`config.mk`:
```
export PLATFORM = sky130hd
export DESIGN_NAME = reg_dump_uart
export DESIGN_NICKNAME = d
export VERILOG_FILES = /design/src/rtl/reg_dump_uart.sv
export SDC_FILE = /design/constraint.sdc
export NUM_CORES = 1
export LEC_CHECK = 0
export ABC_AREA = 1
export ABC_CLOCK_PERIOD_IN_PS = 2900
export BUFFER_PORTS_ARGS = -buffer_cell sky130_fd_sc_hd__clkbuf_2
export CORE_MARGIN = 10
export CORE_UTILIZATION = 55
export CTS_CLUSTER_DIAMETER = 80
export DETAILED_ROUTE_END_ITERATION = 12
export GPL_TIMING_DRIVEN = 0
export HOLD_SLACK_MARGIN = 0.03
export PLACE_DENSITY = 0.8
export SLEW_MARGIN = 10
export SYNTH_ARGS = -nofsm -noshare
export SYNTH_HDL_FRONTEND = slang
export SYNTH_SLANG_ARGS = --single-unit
export TNS_END_PERCENT = 100
```
`constraint.sdc`:
```
create_clock -name clk -period 2.9 [get_ports clk]
set_input_delay 0.29 -clock clk [delete_from_list [all_inputs] [get_ports clk]]
set_output_delay 0.29 -clock clk [all_outputs]
set_load 0.1 [all_outputs]
```
`src/rtl/reg_dump_uart.sv`:
```
// Register-file dumper: steps reg_sel through x0..x31 and sends each value as
// eight uppercase hex digits plus CR LF on an 8N1 UART line.
module reg_dump_uart #(
   parameter int CLKS_PER_BIT = 868
) (
   input  logic        clk,
   input  logic        rstn,
   input  logic        start,
   output logic [4:0]  reg_sel,
   input  logic [31:0] reg_data,
   output logic        tx,
   output logic        busy,
   output logic        done
);

   localparam int TW = (CLKS_PER_BIT > 2) ? $clog2(CLKS_PER_BIT) : 1;
   localparam logic [TW-1:0] TMAX = TW'(CLKS_PER_BIT - 1);

   typedef enum logic [1:0] {IDLE, SEL, LOAD, SEND} state_t;

   state_t        r_state;
   logic [TW-1:0] r_tmr;
   logic [3:0]    r_bit;    // frame position on the line: 0 start, 1..8 data, 9 stop
   logic [3:0]    r_byte;
   logic [4:0]    r_reg;
   logic [31:0]   r_snap;
   logic          r_tx;
   logic          r_busy;
   logic          r_done;

   logic [3:0]    w_nib;
   logic [7:0]    w_asc;
   logic [7:0]    w_byte;

   // Byte 0 carries the most significant nibble.
   always_comb begin
      w_nib  = r_snap[{~r_byte[2:0], 2'b00} +: 4];
      w_asc  = (w_nib < 4'd10) ? (8'h30 + {4'h0, w_nib}) : (8'h37 + {4'h0, w_nib});
      w_byte = w_asc;
      if (r_byte == 4'd8) w_byte = 8'h0D;
      else if (r_byte == 4'd9) w_byte = 8'h0A;
   end

   always_ff @(posedge clk or negedge rstn) begin
      if (!rstn) begin
         r_state <= IDLE;
         r_tmr   <= '0;
         r_bit   <= '0;
         r_byte  <= '0;
         r_reg   <= '0;
         r_snap  <= '0;
         r_tx    <= 1'b1;
         r_busy  <= 1'b0;
         r_done  <= 1'b0;
      end else begin
         r_done <= 1'b0;
         case (r_state)
            IDLE: begin
               r_tx <= 1'b1;
               if (start) begin
                  r_state <= SEL;
                  r_reg   <= '0;
                  r_busy  <= 1'b1;
               end
            end
            SEL: r_state <= LOAD;
            LOAD: begin
               r_snap  <= reg_data;
               r_byte  <= '0;
               r_bit   <= '0;
               r_tmr   <= '0;
               r_tx    <= 1'b0;
               r_state <= SEND;
            end
            SEND: begin
               if (r_tmr != TMAX) begin
                  r_tmr <= r_tmr + 1'b1;
               end else begin
                  r_tmr <= '0;
                  if (r_bit != 4'd9) begin
                     r_bit <= r_bit + 1'b1;
                     r_tx  <= (r_bit < 4'd8) ? w_byte[r_bit[2:0]] : 1'b1;
                  end else if (r_byte != 4'd9) begin
                     // back-to-back bytes: next start bit follows the stop bit directly
                     r_byte <= r_byte + 1'b1;
                     r_bit  <= '0;
                     r_tx   <= 1'b0;
                  end else if (r_reg != 5'd31) begin
                     r_reg   <= r_reg + 1'b1;
                     r_state <= SEL;
                     r_tx    <= 1'b1;
                  end else begin
                     r_reg   <= '0;
                     r_byte  <= '0;
                     r_bit   <= '0;
                     r_state <= IDLE;
                     r_tx    <= 1'b1;
                     r_busy  <= 1'b0;
                     r_done  <= 1'b1;
                  end
               end
            end
            default: r_state <= IDLE;
         endcase
      end
   end

   assign reg_sel = r_reg;
   assign tx      = r_tx;
   assign busy    = r_busy;
   assign done    = r_done;

endmodule

```
==> flow_metrics.py, run 1 <==
metrics = {
    "floorplanning": {
        "initial_core_util": 0.564,
        "die_area_um2": 9540,
        "rows": 28,
        "io_pins": 43,
        "die_h_um": 97.7,
        "core-area_um2": 5890,
        "die_w_um": 97.7,
    },
    "power": {
        "p_total_mw": 1.67,
        "p_per_area_nw_per_um2": 438,
        "p_sw_frac": 0.239,
        "power.switching_mw": 0.400,
        "clkPwrFrac": 0.426,
        "intPower_mw": 1.27,
        "power_frac_seq": 0.518,
        "p_comb_frac": 0.056,
        "max-vdd-ir-drop_mv": 0.285,
        "p_leak_nw": 1.94,
    },
    "route": {
        "first_pass_iters": 4,
        "met1Wirelength_mm": 3.54,
        "remaining_drc_errors": 0,
        "routedWlPerCell_um": 13.9,
        "vias": 2879,
        "wl_met3_um": 279,
        "drtIter0Drc": 126,
        "drtAntennaViolNets": 0,
        "wl_met2_mm": 3.61,
        "highest_layer": "met4",
        "routed_via_density": 5.26,
        "wirelength_mm": 7.59,
    },
    "yosys": {
        "muxShareOfSynthArea": 0.0136,
        "syn_area_um2": 3320,
        "synthSimpleGateAreaFrac": 0.253,
        "synth.area.top_cells": "dfrtp_1 44%, nand2_1 13%, o21ai_0 6.8%",
        "synth_warnings": 0,
        "synth_top_area_share": 0.445,
        "synth_edf_count": 0,
        "async_flop_share": 1.00,
        "yosysSeqAreaShare": 0.453,
        "synth_top_cell_by_area": "dfrtp_1",
        "synth_xor_area_frac": 0.0158,
        "synth_cells": 414,
        "synth_top_family_by_area": "simple AND/OR/NAND/NOR gates",
        "synth_area_per_cell_um2": 8.02,
        "synth_fa_ha_area_frac": 0.0490,
        "synth_compound_area_frac": 0.130,
        "ys_types": 44,
        "ys.flop_type": "dfrtp_1",
        "synth_seq_cells": 60,
        "postSynthNetCount": 462,
    },
    "setup_path": {
        "timing.rr.end": "tx",
        "crit_path_start_kind": "register",
        "rr_worst_depth": 20,
        "r2r-start": "r_byte[0]",
        "cp_max_fo": 10,
        "critPathKind": "register to register",
        "crit_required_ns": 3.18,
        "worst_ep_arrival_time_ns": 2.62,
        "cp-end-kind": "register",
        "r2r_slack_ns": 0.55,
    },
    "placed_design": {
        "portBuffers": 42,
        "place_hpwl_mm": 5.60,
        "gp_congestion": 0.854,
        "dp_worst_setup_slack_ns": 0.607,
    },
    "global_route": {
        "grt.total_usage": 0.162,
        "grt_pass1_wl_mm": 13.0,
        "antenna_found_initial": 0,
        "first_global_vias": 2899,
        "grt_max_degree": 61,
        "overflow": 0,
    },
    "sta": {
        "rsz0062_at_grt": "false",
        "slew_headroom": 0.459,
        "setup_ws_ns": 0.552,
        "hold_viol_final": 0,
        "min_period_ns": 2.35,
        "hold-worst-slack_ns": 0.0677,
        "tightest_slew_ns": 0.812,
        "max_freq_mhz": 426,
        "drv_slew": 0,
        "finalCritPeriodShare": 0.810,
        "setup_tns_ns": 0,
        "setup_violations": 0,
        "finalClockSkew_ns": 0.00679,
    },
    "clocking": {
        "hold_buffers": 0,
        "cts_resized": 0,
        "htree_levels": 3,
        "clk_latency_ns": 0.35,
        "cts_tree": "built",
        "cts_sinks": 60,
        "path_clk_slew_ns": 0.07,
        "cts_buffers": 9,
        "clockRootBuffer": "clkbuf_8",
        "postCtsSetupBuffers": 0,
        "clockBufferDepth": 2,
    },
    "flow_run": {
        "maxCapViolations": 0,
    },
    "run_status": {
        "status": "completed",
    },
    "hold_path": {
        "hp-class": "input pin to async pin",
    },
    "final_layout": {
        "mostFrequentLayoutCells": "111 x nand2_1, 59 x dfrtp_1, 51 x inv_1, 45 x o21ai_0, 41 x clkbuf_2",
        "antenna_cells": 0,
        "syn2layout_area_growth_pct": 14.9,
        "nNetsFinal": 515,
        "drive_above_1_share": 0.195,
        "layout_commonest_cell": "nand2_1",
    },
}
[cell type report]
type	instances	area, µm²
Timing Repair Buffer	42	213
Sequential cell	60	1500
Clock buffer	12	165
Clock inverter	4	22.5
Inverter	58	220
Multi-Input combinational cell	283	1530
Buffer	13	65.1
Tap cell	75	93.8
Fill cell	514	2070
[synthesized netlist by cell type (5+ instances only)]
cell type / number
a21oi_1: 10
clkbuf_1: 7
dfrtp_1: 59
ha_1: 13
inv_1: 51
inv_2: 6
nand2_1: 111
nand3_1: 37
nor2_1: 18
o21ai_0: 45
xor2_1: 5
[kinds of logic after synthesis]
logic type      after synthesis
fa+ha+maj                    13
mux                           4
xor+xnor                      6
flops                        60
compound gates               74
buf+inv                      71
simple gates                186
[registers in the layout, summed over array words and instances (netlist names)]
name,flops
r_snap,32
done,1
r_bit,4
r_tmr,10
r_byte,4
r_state,2
tx,1
reg_sel,5
busy,1
[stage by stage]
step / instances / area, µm² / util
floorplan: 414 / 3320 / -
global placement: 531 / 3620 / 0.616
detailed placement: 531 / 3630 / 0.616
CTS: 547 / 3810 / 0.648
global route: 547 / 3810 / 0.648
finish: 547 / 3810 / 0.648
[critical path, cell delays in order, from the launching register on]
cell      delay, ns
dfrtp_1        0.46
buf_2          0.26
nand2_1        0.08
o211ai_1       0.08
nand3_1        0.09
nand2_1        0.13
ha_1           0.18
inv_1          0.04
nor2_1         0.15
nand2_1        0.08
nand3_1        0.08
nand2_1        0.06
nand2_1        0.06
nand2_1        0.05
nand2_1        0.05
nand2_1        0.05
nand2_1        0.06
nand2_1        0.05
nand2_1        0.06
nand2_1        0.05
a21oi_1        0.13
[worst max-delay path by stage]
stage,slack (ns),startpoint,endpoint
2_1_floorplan,0.45,reg_sel[0],r_byte[2]
3_3_place_gp,0.71,r_byte[0],tx
3_5_place_dp,0.61,r_byte[0],tx
4_1_cts,0.57,r_byte[0],tx
5_1_grt,0.24,r_byte[0],tx
6_report,0.55,r_byte[0],tx
[power by group through the flow]
stage                     Sequential [mW]  Clock, mW  Combinational (mW)
after global routing                0.868      0.759               0.111
final                               0.866      0.712              0.0943
after detailed placement            0.882          0              0.0952
after floorplan                     0.880          0              0.0450
after CTS                           0.866      0.723              0.0959
after global placement              0.881          0              0.0910
[layer usage]
metal	GRT usage	vias to the layer above
met2	0.255	47
met5	0	-
met3	0.0327	16
met4	0.0772	0
met1	0.207	1375
li1	-	1441
Note: power is estimated with default switching activity, not from simulation.
==> run 2: changes to the inputs <==
--- a/config.mk
+++ b/config.mk
@@ -6,10 +6,10 @@
 export NUM_CORES = 1
 export LEC_CHECK = 0
 export ABC_AREA = 1
-export ABC_CLOCK_PERIOD_IN_PS = 2900
+export ABC_CLOCK_PERIOD_IN_PS = 2100
 export BUFFER_PORTS_ARGS = -buffer_cell sky130_fd_sc_hd__clkbuf_2
 export CORE_MARGIN = 10
-export CORE_UTILIZATION = 55
+export CORE_UTILIZATION = 52
 export CTS_CLUSTER_DIAMETER = 80
 export DETAILED_ROUTE_END_ITERATION = 12
 export GPL_TIMING_DRIVEN = 0
==> constraint.sdc (replaced) <==
create_clock -name clk -period 2.1 [get_ports clk]
set_input_delay 0.21 -clock clk [delete_from_list [all_inputs] [get_ports clk]]
set_output_delay 0.21 -clock clk [all_outputs]
set_load 0.1 [all_outputs]
==> run 2 against run 1 <==
Against the previous run: the run now ends with setup timing left; register-to-register slack lost 0.59 ns; utilization shrank 0.87 points; worst hold slack gained 0.0014 ns; highest routed layer unchanged.
==> flow_metrics.py, run 2 (synthesis results as in run 1) <==
metrics = {
    "route": {
        "routed_via_density": 5.30,
        "routedWlPerCell_um": 13.6,
        "wirelength_mm": 7.57,
        "vias": 2959,
        "remaining_drc_errors": 0,
        "drtIter0Drc": 142,
        "first_pass_iters": 5,
        "drtAntennaViolNets": 0,
    },
    "final_layout": {
        "largest_register": "r_snap",
        "mostFrequentLayoutCells": "109 x nand2_1, 54 x dfrtp_1, 50 x inv_1, 43 x o21ai_0, 41 x clkbuf_2",
        "antenna_cells": 0,
        "drive_above_1_share": 0.233,
        "final_util": 0.639,
        "largest_register_ffs": 32,
        "syn2layout_area_growth_pct": 20.9,
        "layout_commonest_cell": "nand2_1",
        "nNetsFinal": 524,
        "fin_cells": 558,
    },
    "clocking": {
        "cts_buffers": 9,
        "clockRootBuffer": "clkbuf_8",
        "cts_sinks": 60,
        "htree_levels": 3,
        "cts_tree": "built",
        "clockBufferDepth": 2,
        "path_clk_slew_ns": 0.07,
        "clk_latency_ns": 0.35,
    },
    "floorplanning": {
        "initial_core_util": 0.529,
        "die_area_um2": 9980,
        "io_pins": 43,
        "rows": 29,
        "die_w_um": 99.9,
        "core-area_um2": 6280,
        "die_h_um": 99.9,
    },
    "placed_design": {
        "place_hpwl_mm": 5.39,
        "gp_congestion": 0.865,
        "placedCellCount": 533,
        "portBuffers": 42,
    },
    "setup_path": {
        "crit_path_start_kind": "register",
        "critPathKind": "register to register",
        "r2r_slack_ns": -0.04,
        "worst_ep_arrival_time_ns": 2.38,
        "cp_max_fo": 6,
        "cp-end-kind": "register",
        "slowest_delay_ns": 0.44,
        "cp_slowest_cell": "dfrtp_2",
        "worstPathCellList": "buf_4, buf_4, ha_1, nand3_1, nand2_1, inv_1, nor2_1, nand2_4, a21oi_4, inv_2, nor2_4, nand2_1, o21a_1",
        "crit_required_ns": 2.34,
    },
    "global_route": {
        "first_global_vias": 3045,
        "overflow": 0,
        "grt_max_degree": 61,
        "grt.total_usage": 0.160,
        "antenna_found_initial": 0,
        "grt_pass1_wl_mm": 13.3,
    },
    "sta": {
        "setup_violations": 2,
        "setup_tns_ns": -0.0760,
        "slew_headroom": 0.455,
        "tightest_slew_ns": 0.817,
        "finalCritPeriodShare": 1.02,
        "setup_ws_ns": -0.0423,
        "max_freq_mhz": 467,
        "hold_viol_final": 0,
        "rsz0062_at_grt": "true",
        "finalClockSkew_ns": 0.00880,
        "drv_slew": 0,
        "min_period_ns": 2.14,
    },
    "power": {
        "max-vdd-ir-drop_mv": 0.463,
        "p_per_area_nw_per_um2": 661,
        "p_total_mw": 2.65,
        "p_leak_nw": 2.01,
    },
    "hold_path": {
        "hp-class": "input pin to register",
    },
    "run_status": {
        "violations": "setup timing",
        "status": "finished with violations",
    },
    "flow_run": {
        "maxCapViolations": 0,
    },
}
run 2: routing by layer:
layer	share of wire	track usage	wire length (µm)
met1	0.44	0.196	3360
met2	0.48	0.261	3630
met3	0.057	0.0405	428
met4	0.020	0.0673	153
met5	0	0	0
run 2: where the power goes:
group,internal [mW],switching [mW]
clock network,0.852,0.467
logic,0.0563,0.0813
registers,1.19,0.00936
total,2.09,0.557
run 2: path summary, 6_finish.rpt:
check,start,to,cells past startpoint
setup / recovery,r_byte[0],busy,13
hold / removal,reg_data[25],r_snap[25],3
setup reg to reg,r_byte[0],busy,13
hold reg to reg,busy,busy,1
max in group asynchronous,rstn,reg_sel[2],2
min in group asynchronous,rstn,r_tmr[4],2
run 2: final cells by class:
cell class / instances / area, µm²
Clock buffer: 12 / 155
Fill cell: 537 / 2260
Clock inverter: 4 / 95.1
Multi-Input combinational cell: 283 / 1570
Buffer: 12 / 73.8
Tap cell: 77 / 96.3
Timing Repair Buffer: 52 / 290
Sequential cell: 60 / 1510
Inverter: 58 / 220
run 2: timing repair:
item / CTS / global route
hold buffers: 1 / 0
buffers inserted: 3 / 5
gates cloned: 1 / 0
gates resized for setup: 14 / 4
setup endpoints to repair: 1 / 10
endpoints found under the hold margin: 44 / 0
pin swaps: 11 / 4
run 2: worst max-delay path, delay by kind of cell (launching register included):
kind	cells	cell delay [ns]
AOI/OAI and AO/OA	2	0.26
DFF	1	0.44
buffers and inverters	4	0.42
adders and majority gates	1	0.13
and+or+nand+nor	6	0.77
run 2: stage by stage:
step	hold WS, ns	area (µm²)	setup WS, ns
6_report	0.0691	4010	-0.0423
5_1_grt	0.0784	4010	-0.229
3_5_place_dp	0.384	3640	-0.143
4_1_cts	0.0658	3970	0.0112
2_1_floorplan	-0.0856	3330	-0.0105
3_3_place_gp	0.415	3640	-0.0786
